$ cat config.mk
export PLATFORM = sky130hd
export DESIGN_NAME = xadc_sample_averager_flat
export DESIGN_NICKNAME = d
export VERILOG_FILES = /design/src/rtl/xadc_sample_averager_if.sv /design/src/rtl/xadc_sample_averager.sv /design/src/flat_wrapper.sv
export SDC_FILE = /design/constraint.sdc
export NUM_CORES = 1
export LEC_CHECK = 0
export ABC_AREA = 0
export ABC_CLOCK_PERIOD_IN_PS = 2780
export BUFFER_PORTS_ARGS = -buffer_cell sky130_fd_sc_hd__buf_2
export CAP_MARGIN = 20
export CORE_ASPECT_RATIO = 0.7
export CORE_MARGIN = 2
export CORE_UTILIZATION = 40
export CTS_BUF_LIST = sky130_fd_sc_hd__clkbuf_2
export DETAILED_ROUTE_END_ITERATION = 7
export SLEW_MARGIN = 20
export SYNTH_ARGS = -nofsm -noshare
export SYNTH_HDL_FRONTEND = slang
export SYNTH_SLANG_ARGS = --single-unit
export TNS_END_PERCENT = 30
$ cat constraint.sdc
create_clock -name clk -period 2.78 [get_ports clk]
set_clock_uncertainty 0.1 [all_clocks]
set_input_delay 0.417 -clock clk [delete_from_list [all_inputs] [get_ports clk]]
set_output_delay 0.417 -clock clk [all_outputs]
set_load 0.02 [all_outputs]
$ cat src/rtl/xadc_sample_averager_if.sv
// -----------------------------------------------------------------------------
// xadc_sample_averager_if
//   DRP read channel between the sample averager (master) and the XADC hard
//   block (slave). Only the read path is carried; the averager never writes.
//
//   den    master -> slave  one-cycle read enable
//   daddr  master -> slave  7-bit register address
//   drdy   slave  -> master read data valid
//   dout   slave  -> master 16-bit read data (XADC do_out)
// -----------------------------------------------------------------------------
interface xadc_sample_averager_if;
  logic        den;
  logic [6:0]  daddr;
  logic        drdy;
  logic [15:0] dout;

  modport master (
    output den,
    output daddr,
    input  drdy,
    input  dout
  );

  modport slave (
    input  den,
    input  daddr,
    output drdy,
    output dout
  );
endinterface

$ cat src/rtl/xadc_sample_averager.sv
// -----------------------------------------------------------------------------
// xadc_sample_averager
//   Sits on the XADC DRP port. On every end-of-conversion for CHANNEL it issues
//   a single DRP read, keeps the 12 MSBs of the result and accumulates
//   2**LOG2_AVG samples. When the window is full the truncated mean is
//   published on o_avg_data with a one-cycle o_avg_valid strobe.
//   A matching EOC that arrives while a read is in flight is dropped and
//   flagged on o_overrun; a read whose drdy never comes is abandoned after
//   TIMEOUT cycles and flagged on o_timeout.
//
// Parameters
//   CHANNEL   XADC channel accepted (default VAUX5 = 5'd21)
//   LOG2_AVG  log2 of samples per average, 0..8 (0 = pass-through)
//   TIMEOUT   cycles to wait for drdy before aborting, 1..255
//
// Ports
//   clk           system clock, also the XADC dclk
//   rst           synchronous reset, active high
//   i_eoc         XADC eoc_out
//   i_channel     XADC channel_out, qualified by i_eoc
//   drp           DRP read master (den/daddr out, drdy/dout in)
//   o_avg_data    mean of the last complete window, unsigned
//   o_avg_valid   one-cycle strobe, o_avg_data just updated
//   o_busy        high whenever the read FSM is not idle
//   o_overrun     one-cycle pulse, matching EOC dropped because busy
//   o_timeout     one-cycle pulse, DRP read abandoned
//   o_min_data    (XADC_AVG_MINMAX_EN) minimum sample of the last window
//   o_max_data    (XADC_AVG_MINMAX_EN) maximum sample of the last window
//
// Build option
//   XADC_AVG_MINMAX_EN  when defined, adds per-window min/max tracking and
//                       the o_min_data / o_max_data outputs.
// -----------------------------------------------------------------------------
module xadc_sample_averager #(
  parameter logic [4:0]  CHANNEL  = 5'd21,
  parameter int unsigned LOG2_AVG = 4,
  parameter int unsigned TIMEOUT  = 63
) (
  input  logic                          clk,
  input  logic                          rst,
  input  logic                          i_eoc,
  input  logic [4:0]                    i_channel,
  xadc_sample_averager_if.master        drp,
  output logic [11:0]                   o_avg_data,
  output logic                          o_avg_valid,
  output logic                          o_busy,
  output logic                          o_overrun,
  output logic                          o_timeout
`ifdef XADC_AVG_MINMAX_EN
  ,
  output logic [11:0]                   o_min_data,
  output logic [11:0]                   o_max_data
`endif
);

  // Accumulator is wide enough for 2**LOG2_AVG full-scale 12-bit samples.
  localparam int unsigned ACC_W = 12 + LOG2_AVG;
  // Sample counter keeps at least one bit so LOG2_AVG = 0 still elaborates.
  localparam int unsigned CNT_W = (LOG2_AVG > 0) ? LOG2_AVG : 1;
  localparam logic [CNT_W-1:0] CNT_LAST  = CNT_W'((1 << LOG2_AVG) - 1);
  localparam logic [7:0]       WAIT_LAST = 8'(TIMEOUT - 1);

  typedef enum logic [1:0] {
    S_IDLE,
    S_REQ,
    S_WAIT,
    S_ACC
  } state_t;

  state_t             r_state;
  state_t             w_next_state;

  logic               w_eoc_match;
  logic               w_wait_expired;
  logic               w_win_full;
  logic [7:0]         r_wait_cnt;
  logic [11:0]        r_sample;
  logic [ACC_W-1:0]   r_acc;
  logic [ACC_W-1:0]   w_sum;
  logic [11:0]        w_mean;
  logic [CNT_W-1:0]   r_cnt;
  logic [11:0]        r_avg_data;
  logic               r_avg_valid;
  logic               r_overrun;
  logic               w_unused_lsb;

  assign w_eoc_match    = i_eoc && (i_channel == CHANNEL);
  assign w_wait_expired = (r_wait_cnt == WAIT_LAST);
  assign w_win_full     = (r_cnt == CNT_LAST);

  // Sum including the sample being accumulated this cycle; the mean is the
  // upper 12 bits, i.e. a truncating divide by 2**LOG2_AVG.
  assign w_sum  = r_acc + ACC_W'(r_sample);
  assign w_mean = w_sum[ACC_W-1:LOG2_AVG];

  // The XADC left-justifies its 12-bit result; the low nibble carries nothing.
  assign w_unused_lsb = ^drp.dout[3:0];

  assign drp.daddr = {2'b00, CHANNEL};

  // ---------------------------------------------------------------------------
  // FSM: state register
  // ---------------------------------------------------------------------------
  always_ff @(posedge clk) begin
    // NOTE: non-blocking (<=) in every clocked process so all registers update
    // from the values they held before the edge, independent of process order.
    if (rst) begin
      r_state <= S_IDLE;
    end else begin
      r_state <= w_next_state;
    end
  end

  // ---------------------------------------------------------------------------
  // FSM: next-state logic
  // ---------------------------------------------------------------------------
  always_comb begin
    // NOTE: default assignment first so every path drives the signal and no
    // latch is inferred.
    w_next_state = r_state;
    unique case (r_state)
      S_IDLE: if (w_eoc_match) w_next_state = S_REQ;
      S_REQ:  w_next_state = S_WAIT;  // drdy cannot legally arrive with den
      S_WAIT: begin
        if (drp.drdy) begin
          w_next_state = S_ACC;
        end else if (w_wait_expired) begin
          w_next_state = S_IDLE;
        end
      end
      S_ACC:  w_next_state = S_IDLE;
      default: w_next_state = S_IDLE;
    endcase
  end

  // ---------------------------------------------------------------------------
  // FSM: outputs
  // ---------------------------------------------------------------------------
  always_comb begin
    drp.den   = 1'b0;
    o_busy    = 1'b1;
    o_timeout = 1'b0;
    unique case (r_state)
      S_IDLE: o_busy  = 1'b0;
      S_REQ:  drp.den = 1'b1;
      // Abort is flagged in the last WAIT cycle, the one that returns to IDLE.
      S_WAIT: o_timeout = !drp.drdy && w_wait_expired;
      S_ACC:  ;
      default: o_busy = 1'b0;
    endcase
  end

  // ---------------------------------------------------------------------------
  // drdy wait counter: counts WAIT cycles, cleared everywhere else.
  // ---------------------------------------------------------------------------
  always_ff @(posedge clk) begin
    if (rst) begin
      r_wait_cnt <= '0;
    end else if (r_state == S_WAIT) begin
      r_wait_cnt <= r_wait_cnt + 8'd1;
    end else begin
      r_wait_cnt <= '0;
    end
  end

  // ---------------------------------------------------------------------------
  // Sample capture. Only drdy seen in WAIT is taken, so a late drdy after a
  // reset or a timeout never reaches the accumulator.
  // ---------------------------------------------------------------------------
  always_ff @(posedge clk) begin
    // NOTE: r_sample is pure datapath with no reset: it is always written in
    // WAIT before ACC reads it, so its power-up value is never observed.
    if (r_state == S_WAIT && drp.drdy) begin
      r_sample <= drp.dout[15:4];
    end
  end

  // ---------------------------------------------------------------------------
  // Accumulator, window counter and published average.
  // ---------------------------------------------------------------------------
  always_ff @(posedge clk) begin
    if (rst) begin
      r_acc       <= '0;
      r_cnt       <= '0;
      r_avg_data  <= '0;
      r_avg_valid <= 1'b0;
    end else begin
      r_avg_valid <= 1'b0;
      if (r_state == S_ACC) begin
        if (w_win_full) begin
          r_avg_data  <= w_mean;
          r_avg_valid <= 1'b1;
          r_acc       <= '0;
          r_cnt       <= '0;
        end else begin
          r_acc <= w_sum;
          r_cnt <= r_cnt + CNT_W'(1);
        end
      end
    end
  end

  // ---------------------------------------------------------------------------
  // Overrun: a matching EOC while any read is in progress is dropped.
  // ---------------------------------------------------------------------------
  always_ff @(posedge clk) begin
    if (rst) begin
      r_overrun <= 1'b0;
    end else begin
      r_overrun <= w_eoc_match && (r_state != S_IDLE);
    end
  end

  assign o_avg_data  = r_avg_data;
  assign o_avg_valid = r_avg_valid;
  assign o_overrun   = r_overrun;

`ifdef XADC_AVG_MINMAX_EN
  // ---------------------------------------------------------------------------
  // Per-window min/max. The running values are re-armed to the opposite
  // extremes when a window closes so the next window starts clean.
  // ---------------------------------------------------------------------------
  logic [11:0] r_run_min;
  logic [11:0] r_run_max;
  logic [11:0] r_min_data;
  logic [11:0] r_max_data;
  logic [11:0] w_new_min;
  logic [11:0] w_new_max;

  assign w_new_min = (r_sample < r_run_min) ? r_sample : r_run_min;
  assign w_new_max = (r_sample > r_run_max) ? r_sample : r_run_max;

  always_ff @(posedge clk) begin
    if (rst) begin
      r_run_min  <= 12'hFFF;
      r_run_max  <= 12'h000;
      r_min_data <= '0;
      r_max_data <= '0;
    end else if (r_state == S_ACC) begin
      if (w_win_full) begin
        r_min_data <= w_new_min;
        r_max_data <= w_new_max;
        r_run_min  <= 12'hFFF;
        r_run_max  <= 12'h000;
      end else begin
        r_run_min <= w_new_min;
        r_run_max <= w_new_max;
      end
    end
  end

  assign o_min_data = r_min_data;
  assign o_max_data = r_max_data;
`endif

endmodule

$ cat src/flat_wrapper.sv
// flat-port wrapper written by rule: the top's interface ports become plain ports
module xadc_sample_averager_flat 
#(
  parameter logic [4:0]  CHANNEL  = 5'd21,
  parameter int unsigned LOG2_AVG = 4,
  parameter int unsigned TIMEOUT  = 63
)
  (clk, rst, i_eoc, i_channel, o_avg_data, o_avg_valid, o_busy, o_overrun, o_timeout, drp_den, drp_daddr, drp_drdy, drp_dout);
  xadc_sample_averager_if drp_i ();
  input  logic clk;
  input  logic rst;
  input  logic i_eoc;
  input  logic [4:0] i_channel;
  output logic [11:0] o_avg_data;
  output logic o_avg_valid;
  output logic o_busy;
  output logic o_overrun;
  output logic o_timeout;
  output wire logic [$bits(drp_i.den)-1:0] drp_den;
  output wire logic [$bits(drp_i.daddr)-1:0] drp_daddr;
  input wire logic [$bits(drp_i.drdy)-1:0] drp_drdy;
  input wire logic [$bits(drp_i.dout)-1:0] drp_dout;
  assign drp_den = drp_i.den;
  assign drp_daddr = drp_i.daddr;
  assign drp_i.drdy = drp_drdy;
  assign drp_i.dout = drp_dout;
  xadc_sample_averager #(.CHANNEL(CHANNEL), .LOG2_AVG(LOG2_AVG), .TIMEOUT(TIMEOUT)) u_core (.clk(clk), .rst(rst), .i_eoc(i_eoc), .i_channel(i_channel), .drp(drp_i), .o_avg_data(o_avg_data), .o_avg_valid(o_avg_valid), .o_busy(o_busy), .o_overrun(o_overrun), .o_timeout(o_timeout));
endmodule
[Word-level counts from Yosys, hierarchy flattened]
Index checks and enable logic that the tools add are counted.
Word-level totals
  logic and storage cells: 42
  flip-flop bits (word level): 56
  output and inout port bits: 24
  input port bits: 25
Cells by class
  equal/unequal tests: 8
  bitwise operators: 2
  multiplexer cells: 10
  reduce and logical (&&, ||, !) cells: 11
  add/subtract/negate cells: 3
Operator list (number)
  $add A16 B12 Y16: 1
  $mux W16: 1
  $add A8 B1 Y8 const B: 1
  $eq A8 B6 Y1 const B: 1
  $pmux W2 S4: 1
  $mux W2: 3
  $eq A5 B5 Y1 const B: 1
  $add A4 B1 Y4 const B: 1
  $eq A2 B2 Y1 const B: 2
  $eq A4 B4 Y1 const B: 1
  $logic_and A1 B1 Y1: 4
  $mux W1: 4
  $mux W4: 1
  $reduce_and A2 Y1: 2
  $reduce_or A2 Y1: 2
  $ne A3 B2 Y1 const B: 1
  $eq A2 B1 Y1 const B: 1
  $logic_not A2 Y1: 1
  $ne A2 B1 Y1 const B: 1
  $not A1 Y1: 2
  $reduce_bool A2 Y1: 1
  $logic_not A1 Y1: 1

[Depth between registers and ports, before layout]
Gate-level depths: netlist of the first run.
  word-level depth: 4
  mapped depth: 8
  mapped depth without buffers: 8

[Least setup slack after synthesis of the first run]
Ideal clock, no wire load.
  path type: reg2reg
  start: register u_core.r_sample[0]
  end: register u_core.r_acc[8]
  data arrival time: 1.983 ns
  slack: 0.581 ns
  period minus slack after synthesis: 2.199 ns
  data required time: 2.563 ns
  library setup time: 0.117 ns
  buffers on the path: 0
  cell stages (with the launch flop): 9
  cells stage by stage: edfxtp_1 > ha_1 > fa_1 > a21o_1 > a221o_1 > nand3_1 > nand2_1 > xor2_1 > a22o_1
On the way
  longest elaborated chain between the ends: 2
RTL lines
  start: declaration: line xadc_sample_averager.sv:77  | logic [11:0] r_sample;
  start signal: assignment: line xadc_sample_averager.sv:174  | r_sample <= drp.dout[15:4];
  $add A16 B12 Y16: line xadc_sample_averager.sv:93  | assign w_sum = r_acc + ACC_W'(r_sample);
  $mux W16: line xadc_sample_averager.sv:190  | if (w_win_full) begin
  end signal: assignment: line xadc_sample_averager.sv:196  | r_acc <= w_sum;
  end: declaration: line xadc_sample_averager.sv:78  | logic [ACC_W-1:0] r_acc;
No other way between the ends.
A chain may end at the register's enable or synchronous reset.

[Worst setup path in the final report of the first run]
  start: register u_core.r_sample[0]
  end: register u_core.r_avg_data[6] (netlist: u_core.o_avg_data[6])
On the way
  longest elaborated chain between the ends: 1
RTL lines
  $add A16 B12 Y16: line xadc_sample_averager.sv:93
  end signal: assignment: line xadc_sample_averager.sv:191  | r_avg_data <= w_mean;
  end: declaration: line xadc_sample_averager.sv:82  | logic [11:0] r_avg_data;
No other way between the ends.

==> results of run 1 <==
## layout by cell type, fill, tap and decap left out, types with 8 or more instances in the layout
| cell | synthesis | routed |
|---|---|---|
| a22o_1 | 11 | 11 |
| a21oi_1 | 11 | 11 |
| ha_1 | 15 | 15 |
| buf_2 | 5 | 37 |
| nand3_1 | 11 | 11 |
| nor2_1 | 26 | 26 |
| edfxtp_1 | 12 | 12 |
| xor2_1 | 13 | 13 |
| xnor2_1 | 8 | 8 |
| dfxtp_1 | 44 | 44 |
| dlygate4sd3_1 | 0 | 10 |
| nand2_1 | 21 | 21 |
## registers in the layout, summed over array words and instances, names as in the netlist
signal and cells:
u_core.o_avg_data 12, u_core.o_avg_valid 1, u_core.o_overrun 1, u_core.r_acc 16, u_core.r_cnt 4, u_core.r_sample 12
u_core.r_state 2, u_core.r_wait_cnt 8
## final timing paths
path                                                   startpoint                                 to  cells after the start  slack, ns
worst min register to register  u_core.o_avg_data[7]$_SDFFE_PP0P_  u_core.o_avg_data[7]$_SDFFE_PP0P_                      2       0.36
worst max register to register       u_core.r_sample[0]$_DFFE_PP_  u_core.o_avg_data[6]$_SDFFE_PP0P_                      7       0.40
worst min-delay path                                 drp_dout[14]      u_core.r_sample[10]$_DFFE_PP_                      1       0.04
worst max-delay path                 u_core.r_sample[0]$_DFFE_PP_  u_core.o_avg_data[6]$_SDFFE_PP0P_                      7       0.40
## cell type report
| class | instances | area share |
|---|---|---|
| flip-flops and latches | 56 | 0.416 |
| inverters | 5 | 0.00629 |
| multi-input cells | 189 | 0.431 |
| repair buffers | 49 | 0.101 |
| clock inverters | 3 | 0.00461 |
| clock buffers | 5 | 0.00839 |
| well taps | 78 | 0.0327 |
## stage by stage
step           power [mW]  setup WS [ns]
3_3_place_gp        0.889          0.445
5_1_grt              1.24          0.275
6_report             1.20          0.398
3_5_place_dp        0.890          0.403
4_1_cts              1.20          0.373
2_1_floorplan       0.878          0.581
## routing by layer
layer  wire (um)  up-vias
met5           0        -
met3         302        5
met1        2790      874
met4          44        0
li1            -     1001
met2        2090       50
## report_power, final
part           internal, mW  switching (mW)  total [mW]
registers             0.834        0.000686       0.834
clock network        0.0566           0.256       0.312
logic                0.0242          0.0279      0.0521
total                 0.914           0.284        1.20
## kinds of logic (layout without fill, tap and decap cells)
kind of cell | Yosys count | count (layout) | share of synthesized area
AO/OA/AOI/OAI | 58 | 58 | 0.166
other | 2 | 7 | 0.00286
buffers and inverters | 23 | 62 | 0.0457
AND/OR/NAND/NOR | 84 | 84 | 0.153
adder cells (fa/ha/maj) | 16 | 16 | 0.0790
flip-flops | 56 | 56 | 0.472
XOR/XNOR | 21 | 21 | 0.0700
multiplexers | 3 | 3 | 0.0119
==> results.json, run 1 <==
{
  "p_per_area_nw_per_um2": 402,
  "ys_ff_latch": 56,
  "cts-resized-gates": 0,
  "wl_per_cell_um": 13.6,
  "nets": 347,
  "cts-hold-fix-buffers": 4,
  "cpMaxStageDelayCell": "edfxtp_1",
  "hold_viol_final": 0,
  "rows": 24,
  "viasPerCell": 5.01,
  "rsz0062_at_grt": "no",
  "grtUsageMet1": 0.230,
  "required_ns": 3.08,
  "postSynth.asyncResetShare": 0,
  "drt-initial-drc-count": 73,
  "antenna_left": 0,
  "slew_viol_final": 0,
  "worst-setup-path-type": "reg2reg",
  "peakVddDrop_v": 0.000151,
  "synth_area_leaders": "dfxtp_1 (34%), edfxtp_1 (14%), ha_1 (7.1%)",
  "post-route-util": 0.475,
  "cp-end-kind": "flop",
  "critPathLaunchType": "flop",
  "grt_antenna_before_repair": 0,
  "met2_usage": 0.210,
  "area_growth_syn_to_layout_pct": 13.5,
  "cts_max_level": 2,
  "grt_use_total": 0.151,
  "cts_buffers": 5,
  "port_buffers": 37,
  "core_area_um2": 6280,
  "cts_root_buf": "clkbuf_2",
  "synth_area_leader_cell": "dfxtp_1",
  "place_congestion": 0.841,
  "maxCapViolCount": 0,
  "cts_tree": "done",
  "routed_wl_um": 5230,
  "syn_area_um2": 2630,
  "diodes": 0,
  "clk_pin_slew_ns": 0.28,
  "die_w_um": 101,
  "whs_ns": 0.0355,
  "cts.path.max_buffers": 2,
  "dp_hpwl_um": 3680,
  "synth_ff_type": "dfxtp_1",
  "cp_num_buf_inv": 0,
  "holdCritPathClass": "in2reg",
  "yosysMostFrequentCell": "dfxtp_1",
  "finalCriticalPeriod_ns": 2.38,
  "clock.fmax_mhz": 420,
  "crit_chain": "ha_1 > fa_1 > a21o_1 > a221o_1 > a41oi_2 > xnor2_1 > a22o_1",
  "start_util": 0.419,
  "regArea_um2": 1240,
  "fillCellCount": 612,
  "synth_edf_count": 12,
  "p_leak_nw": 1.27,
  "grt_overflow": 0,
  "ys_types": 48,
  "grt_pass1_vias": 1825,
  "first_pass_iters": 4,
  "cts_sinks": 56,
  "worst_pin_slew_ns": 0.659,
  "vias": 1930,
  "clk_latency_ns": 0.45,
  "synth_common_cells": "dfxtp_1 (44), nor2_1 (26), nand2_1 (21)",
  "totalNegativeSetupSlack_ns": 0,
  "setup_viol": 0,
  "postSynthCellCount": 263,
  "ioPinCount": 49,
  "max_slew_margin": 0.559,
  "grt_pass1_wl_um": 8550,
  "design_area_um2": 2980,
  "gr-max-usage-layer": "met1",
  "multi_input_area_um2": 1290,
  "fp.dieArea_um2": 7250,
  "min_period_over_period": 0.857,
  "syn_area_per_cell_um2": 10.0,
  "synth_warnings": 0,
  "critPathTopFamily": "compound AO/OA/AOI/OAI gates",
  "drive_gt1_frac": 0.176,
  "grt_util_met3": 0.0380,
  "cpPeakStageDelay_ns": 0.43,
  "drc_errors": 0,
  "synth.yosys.seq_area_share": 0.472,
  "status": "completed",
  "post_dp_cell_area_um2": 2840,
  "yosysTopAreaCellShare": 0.335,
  "fin_cells": 385,
  "grt_max_degree": 20,
  "die_h_um": 71.8,
  "post-cts-setup-buffers": 0,
  "arrival_ns": 2.68,
  "placed_cells_incl_taps": 367,
  "crit_fanout": 4
}
(Power assumes the default switching activity.)
==> inputs of run 2 (changes only) <==
--- a/config.mk
+++ b/config.mk
@@ -5,7 +5,7 @@
 export SDC_FILE = /design/constraint.sdc
 export NUM_CORES = 1
 export LEC_CHECK = 0
-export ABC_AREA = 0
+export ABC_AREA = 1
 export ABC_CLOCK_PERIOD_IN_PS = 2780
 export BUFFER_PORTS_ARGS = -buffer_cell sky130_fd_sc_hd__buf_2
 export CAP_MARGIN = 20
@@ -14,6 +14,7 @@
 export CORE_UTILIZATION = 40
 export CTS_BUF_LIST = sky130_fd_sc_hd__clkbuf_2
 export DETAILED_ROUTE_END_ITERATION = 7
+export PLACE_DENSITY = 0.68
 export SLEW_MARGIN = 20
 export SYNTH_ARGS = -nofsm -noshare
 export SYNTH_HDL_FRONTEND = slang
==> run 2 against run 1 <==
  * Sequential share of layout area decreased by 4.3 points
  * Largest power group unchanged
  * Total power increased by 23%
  * Combinational power increased by 140%
  * First-iteration DRC count increased by 140%
  * Cell count increased by 41%
  * Synthesized cell count increased by 52%
==> results.json, run 2 <==
{
  "totalNegativeSetupSlack_ns": 0,
  "max_flop_register": "u_core.r_acc",
  "r2r-start": "u_core.r_sample[0]$_DFFE_PP_",
  "hp-start": "drp_dout[10]",
  "syn_area_um2": 2940,
  "setup_viol": 0,
  "cts_buffers": 5,
  "grt_use_total": 0.163,
  "swShare": 0.231,
  "ioPinCount": 49,
  "hold_viol_final": 0,
  "ys_types": 36,
  "synth.yosys.seq_area_share": 0.423,
  "drive_gt1_frac": 0.137,
  "grt_pass1_wl_um": 10400,
  "clk_pin_slew_ns": 0.27,
  "comb_power_share": 0.086,
  "clk_latency_ns": 0.42,
  "synth_common_cells": "nand2_1 (123), inv_1 (49), dfxtp_1 (44)",
  "synth_edf_count": 12,
  "worst-setup-path-type": "reg2reg",
  "rsz0062_at_grt": "no",
  "grt_overflow": 0,
  "yosysTopAreaCellShare": 0.300,
  "start_util": 0.408,
  "die_h_um": 75.7,
  "sequentialPowerShare": 0.583,
  "p_per_area_nw_per_um2": 443,
  "fp.dieArea_um2": 8050,
  "r2r-end": "u_core.r_acc[8]$_SDFFE_PP0P_",
  "viasPerCell": 4.79,
  "clock.fmax_mhz": 484,
  "reg2reg_depth": 11,
  "area_growth_syn_to_layout_pct": 13.3,
  "peakVddDrop_v": 0.000216,
  "fin_cells": 542,
  "port_buffers": 37,
  "cts.path.max_buffers": 2,
  "cp-end-kind": "flop",
  "die_w_um": 106,
  "postSynthCellCount": 400,
  "p_leak_nw": 1.54,
  "holdCritPathClass": "in2reg",
  "cpMaxStageDelayCell": "edfxtp_1",
  "place_congestion": 0.876,
  "critPathLaunchType": "flop",
  "synth_area_leader_cell": "dfxtp_1",
  "power.internal_mw": 1.13,
  "synth_area_leaders": "dfxtp_1 (30%), nand2_1 (16%), edfxtp_1 (12%)",
  "status": "completed",
  "drt-initial-drc-count": 174,
  "core_area_um2": 7190,
  "drc_errors": 0,
  "wl_per_cell_um": 11.7,
  "placed_cells_incl_taps": 527,
  "cts_tree": "done",
  "ys_ff_latch": 56,
  "grt_antenna_before_repair": 0,
  "cpPeakStageDelay_ns": 0.44,
  "crit_chain": "ha_1 > fa_1 > nand2_1 > nand2_1 > nand2_1 > inv_1 > nand2_1 > nand2_1 > xor2_1 > nand2_1 > a21oi_1",
  "layout_commonest_cell": "nand2_1",
  "finalCriticalPeriod_ns": 2.07,
  "cts_sinks": 56,
  "slew_viol_final": 0,
  "largest_reg_flops": 16,
  "crit_top_cell": "nand2_1",
  "vias": 2598,
  "diodes": 0,
  "rows": 26,
  "grt_max_degree": 23,
  "critPathTopFamily": "adder cells",
  "cp_num_buf_inv": 1,
  "routed_wl_um": 6370,
  "crit_fanout": 2,
  "synth_warnings": 0,
  "nets": 485,
  "required_ns": 3.05,
  "postSynth.asyncResetShare": 0,
  "first_pass_iters": 5,
  "yosysMostFrequentCell": "nand2_1",
  "layout_common_cells": "nand2_1 (123), inv_1 (49), dfxtp_1 (44), buf_2 (37), nand3_1 (32)",
  "syn_area_per_cell_um2": 7.34,
  "min_to": "u_core.r_sample[6]$_DFFE_PP_",
  "arrival_ns": 2.33,
  "antenna_left": 0,
  "whs_path_depth": 1,
  "power.switching_uw": 340,
  "dp_hpwl_um": 4710,
  "min_period_over_period": 0.743,
  "r2r_slack_ns": 0.71,
  "clkPwrFrac": 0.331,
  "maxCapViolCount": 0,
  "cts_max_level": 2,
  "grt_pass1_vias": 2318,
  "cts_root_buf": "clkbuf_2",
  "synth_ff_type": "dfxtp_1"
}
## run 2: worst max path at each step
stage                                     from                      endpoint  depth (start not counted)
4_1_cts        u_core.r_wait_cnt[4]$_SDFF_PP0_                     o_timeout                          5
2_1_floorplan     u_core.r_sample[0]$_DFFE_PP_  u_core.r_acc[6]$_SDFFE_PP0P_                          9
5_1_grt           u_core.r_sample[0]$_DFFE_PP_  u_core.r_acc[8]$_SDFFE_PP0P_                         11
3_5_place_dp      u_core.r_sample[0]$_DFFE_PP_  u_core.r_acc[6]$_SDFFE_PP0P_                          9
3_3_place_gp      u_core.r_sample[0]$_DFFE_PP_  u_core.r_acc[6]$_SDFFE_PP0P_                          9
6_report          u_core.r_sample[0]$_DFFE_PP_  u_core.r_acc[8]$_SDFFE_PP0P_                         11
## run 2: area by class of cell
| type | instances | area [um^2] |
|---|---|---|
| Sequential cell | 56 | 1240 |
| Timing Repair Buffer | 46 | 273 |
| Tap cell | 98 | 123 |
| Inverter | 54 | 204 |
| Fill cell | 725 | 3860 |
| Clock buffer | 5 | 25.0 |
| Clock inverter | 2 | 60.1 |
| Multi-Input combinational cell | 281 | 1400 |
## run 2: timing repair
item,4_1_cts,5_1_grt
endpoints found under the hold margin,0,8
resized for setup,0,0
setup endpoints to repair,0,0
setup buffers,0,0
hold buffers,0,8
## run 2: metal layers
| layer | GRT usage | up-vias | routed length, um |
|---|---|---|---|
| li1 | - | 1347 | - |
| met1 | 0.222 | 1168 | 3210 |
| met2 | 0.271 | 73 | 2680 |
| met3 | 0.0325 | 10 | 365 |
| met4 | 0.0453 | 0 | 106 |
| met5 | 0 | - | 0 |
## run 2: power by group through the flow
stage | Combinational (mW) | Sequential (mW) | Clock [mW]
after CTS | 0.118 | 0.859 | 0.508
after global routing | 0.141 | 0.861 | 0.537
after floorplan | 0.0896 | 0.871 | 0
after global placement | 0.114 | 0.873 | 0
after detailed placement | 0.117 | 0.873 | 0
final | 0.126 | 0.858 | 0.488
## run 2: metrics by stage
stage	hold WS [ns]	cell area, um^2	power (mW)	utilization	worst slack, ns
5_1_grt	0.000796	3320	1.54	0.462	0.482
4_1_cts	0.0158	3240	1.48	0.451	0.682
3_3_place_gp	0.336	3160	0.986	0.439	0.786
6_report	0.0589	3320	1.47	0.462	0.715
2_1_floorplan	0.330	2950	0.961	-	0.932
3_5_place_dp	0.340	3160	0.991	0.439	0.743
## run 2: logic make-up after synthesis
logic type	count (synthesis)	share of synthesized area
AND/OR/NAND/NOR	220	0.325
AO/OA/AOI/OAI	36	0.0656
other	2	0.00256
flip-flops	56	0.423
adder cells (fa/ha/maj)	16	0.0708
XOR/XNOR	2	0.00597
buffers and inverters	68	0.107
==> inputs of run 3 (changes only) <==
--- a/config.mk
+++ b/config.mk
@@ -5,8 +5,8 @@
 export SDC_FILE = /design/constraint.sdc
 export NUM_CORES = 1
 export LEC_CHECK = 0
-export ABC_AREA = 1
-export ABC_CLOCK_PERIOD_IN_PS = 2780
+export ABC_AREA = 0
+export ABC_CLOCK_PERIOD_IN_PS = 1720
 export BUFFER_PORTS_ARGS = -buffer_cell sky130_fd_sc_hd__buf_2
 export CAP_MARGIN = 20
 export CORE_ASPECT_RATIO = 0.7
@@ -14,7 +14,7 @@
 export CORE_UTILIZATION = 40
 export CTS_BUF_LIST = sky130_fd_sc_hd__clkbuf_2
 export DETAILED_ROUTE_END_ITERATION = 7
-export PLACE_DENSITY = 0.68
+export PLACE_DENSITY = 0.71
 export SLEW_MARGIN = 20
 export SYNTH_ARGS = -nofsm -noshare
 export SYNTH_HDL_FRONTEND = slang
==> constraint.sdc (replaced) <==
create_clock -name clk -period 1.72 [get_ports clk]
set_clock_uncertainty 0.1 [all_clocks]
set_input_delay 0.258 -clock clk [delete_from_list [all_inputs] [get_ports clk]]
set_output_delay 0.258 -clock clk [all_outputs]
set_load 0.02 [all_outputs]
==> run 3 against run 2 <==
  * The run now ends with negative setup slack left
  * Sequential power increased by 57%
  * Critical path depth decreased by 3
  * Total power increased by 32%
  * Sequential share of layout area decreased by 2.3 points
  * Cell count decreased by 21%
  * Worst hold slack got worse by 0.0013 ns
  * Count of clock-buffer cells in the layout unchanged
  * Global-route usage increased by 1.5 points
  * Flip-flop and latch count unchanged
  * Critical path type unchanged
==> results.json, run 3 (synthesis gave the netlist of run 1 again) <==
{
  "pre_cts_slack_ns": -0.578,
  "crit_fanout": 4,
  "fillCellCount": 525,
  "post_dp_cell_area_um2": 3110,
  "grt_pass1_wl_um": 10100,
  "sequentialPowerShare": 0.695,
  "die_h_um": 71.8,
  "cts_buffers": 5,
  "rsz0062_at_grt": "yes",
  "first_pass_iters": 4,
  "rows": 24,
  "cts_tree": "done",
  "clk_latency_ns": 0.44,
  "place_congestion": 0.919,
  "routed_wl_um": 6590,
  "cts.path.max_buffers": 2,
  "arrival_ns": 2.58,
  "peakVddDrop_v": 0.000311,
  "power.internal_mw": 1.49,
  "drc_errors": 0,
  "drive_gt1_frac": 0.352,
  "worst_pin_slew_ns": 0.684,
  "cpMaxStageDelayCell": "edfxtp_1",
  "slew_viol_final": 0,
  "swShare": 0.233,
  "cts_max_level": 2,
  "status": "complete, but fails checks",
  "area_growth_syn_to_layout_pct": 35.2,
  "cp-end-kind": "flop",
  "whs_ns": 0.0575,
  "largest_reg_flops": 16,
  "crit_chain": "ha_4 > fa_2 > a21o_1 > a221o_1 > nand3_1 > nand2_2 > xor2_2 > a22o_1",
  "critPathLaunchType": "flop",
  "start_util": 0.419,
  "holdCritPathClass": "in2reg",
  "cpPeakStageDelay_ns": 0.47,
  "worst-setup-path-type": "reg2reg",
  "hold_viol_final": 0,
  "wl_met2_um": 3070,
  "p_leak_nw": 1.50,
  "layout_common_cells": "buf_4 (41), dfxtp_1 (40), buf_2 (35), nor2_1 (24), nand2_1 (19)",
  "grt_use_total": 0.178,
  "die_w_um": 101,
  "clk_pin_slew_ns": 0.26,
  "cts_sinks": 56,
  "finalCriticalPeriod_ns": 2.30,
  "min_period_over_period": 1.34,
  "wl_met1_um": 3000,
  "fp.dieArea_um2": 7250,
  "p_per_area_nw_per_um2": 545,
  "violations": "negative setup slack",
  "max_flop_register": "u_core.r_acc",
  "max_slew_margin": 0.543,
  "grt_antenna_before_repair": 0,
  "drt-initial-drc-count": 157,
  "comb_power_share": 0.052,
  "port_buffers": 37,
  "grt_max_degree": 17,
  "wl_met3_um": 393,
  "vias": 2173,
  "finalWorstSetupSlack_ns": -0.582,
  "highest_layer": "met4",
  "critPathTopFamily": "compound AO/OA/AOI/OAI gates",
  "fin_cells": 427,
  "design_area_um2": 3550,
  "cts_root_buf": "clkbuf_2",
  "clkPwrFrac": 0.253,
  "maxCapViolCount": 0,
  "ioPinCount": 49,
  "grt_pass1_vias": 2082,
  "grt_overflow": 0,
  "core_area_um2": 6280,
  "viasPerCell": 5.09,
  "nets": 389,
  "wl_per_cell_um": 15.4,
  "placed_cells_incl_taps": 402,
  "dp_hpwl_um": 4310,
  "cp_num_buf_inv": 0,
  "power.switching_uw": 451,
  "diodes": 0,
  "layout_commonest_cell": "buf_4",
  "required_ns": 2.00,
  "antenna_left": 0,
  "setup_viol": 26,
  "clock.fmax_mhz": 434
}
[run 3: cell type report]
type / instances / area [um^2] / share of cell area
clock buffers: 5 / 25.0 / 0.00704
clock inverters: 3 / 13.8 / 0.00387
inverters: 5 / 18.8 / 0.00528
multi-input cells: 189 / 1520 / 0.427
flip-flops and latches: 56 / 1250 / 0.351
well taps: 78 / 97.6 / 0.0275
repair buffers: 91 / 634 / 0.179
[run 3: stage by stage]
| stage | utilization | total power, mW | TNS (ns) |
|---|---|---|---|
| after global placement | 0.496 | 1.44 | -8.25 |
| after global routing | 0.566 | 2.02 | -11.91 |
| final | 0.566 | 1.94 | -10.01 |
| after CTS | 0.543 | 1.95 | -9.55 |
| after floorplan | - | 1.42 | -5.98 |
| after detailed placement | 0.496 | 1.44 | -10.59 |
[run 3: routing by layer]
| metal | global-route usage | vias to the layer above |
|---|---|---|
| li1 | - | 1086 |
| met1 | 0.247 | 1005 |
| met2 | 0.282 | 71 |
| met3 | 0.0351 | 11 |
| met4 | 0.0556 | 0 |
| met5 | 0 | - |
[run 3: final timing paths]
check,cells past startpoint,to,start,slack [ns]
max,8,u_core.o_avg_data[4]$_SDFFE_PP0P_,u_core.r_sample[0]$_DFFE_PP_,-0.58
min,5,u_core.r_state[0]$_SDFFE_PP0P_,i_eoc,0.06
max reg2reg,8,u_core.o_avg_data[4]$_SDFFE_PP0P_,u_core.r_sample[0]$_DFFE_PP_,-0.58
min reg2reg,2,u_core.o_avg_data[7]$_SDFFE_PP0P_,u_core.o_avg_data[7]$_SDFFE_PP0P_,0.37
[run 3: power groups by stage]
stage               Combinational, mW  Sequential, mW  Clock [mW]
CTS                            0.0955            1.35       0.510
detailed placement             0.0709            1.37           0
global placement               0.0692            1.37           0
floorplan                      0.0462            1.37           0
global route                    0.108            1.35       0.559
finish                          0.100            1.35       0.490
[run 3: what timing repair did]
action	in CTS	in global routing
hold buffers	14	0
gates resized for setup	20	24
pin swaps	9	12
setup buffers	1	2
endpoints found under the hold margin	13	0
setup endpoints to repair	25	29
[run 3: worst reg2reg max path: cells and delay by family (launching register included)]
family / cells / cell delay, ns
AND/OR/NAND/NOR: 2 / 0.19
adder cells (fa/ha/maj): 2 / 0.54
XOR/XNOR: 1 / 0.16
AO/OA/AOI/OAI: 3 / 0.79
flip-flops: 1 / 0.47
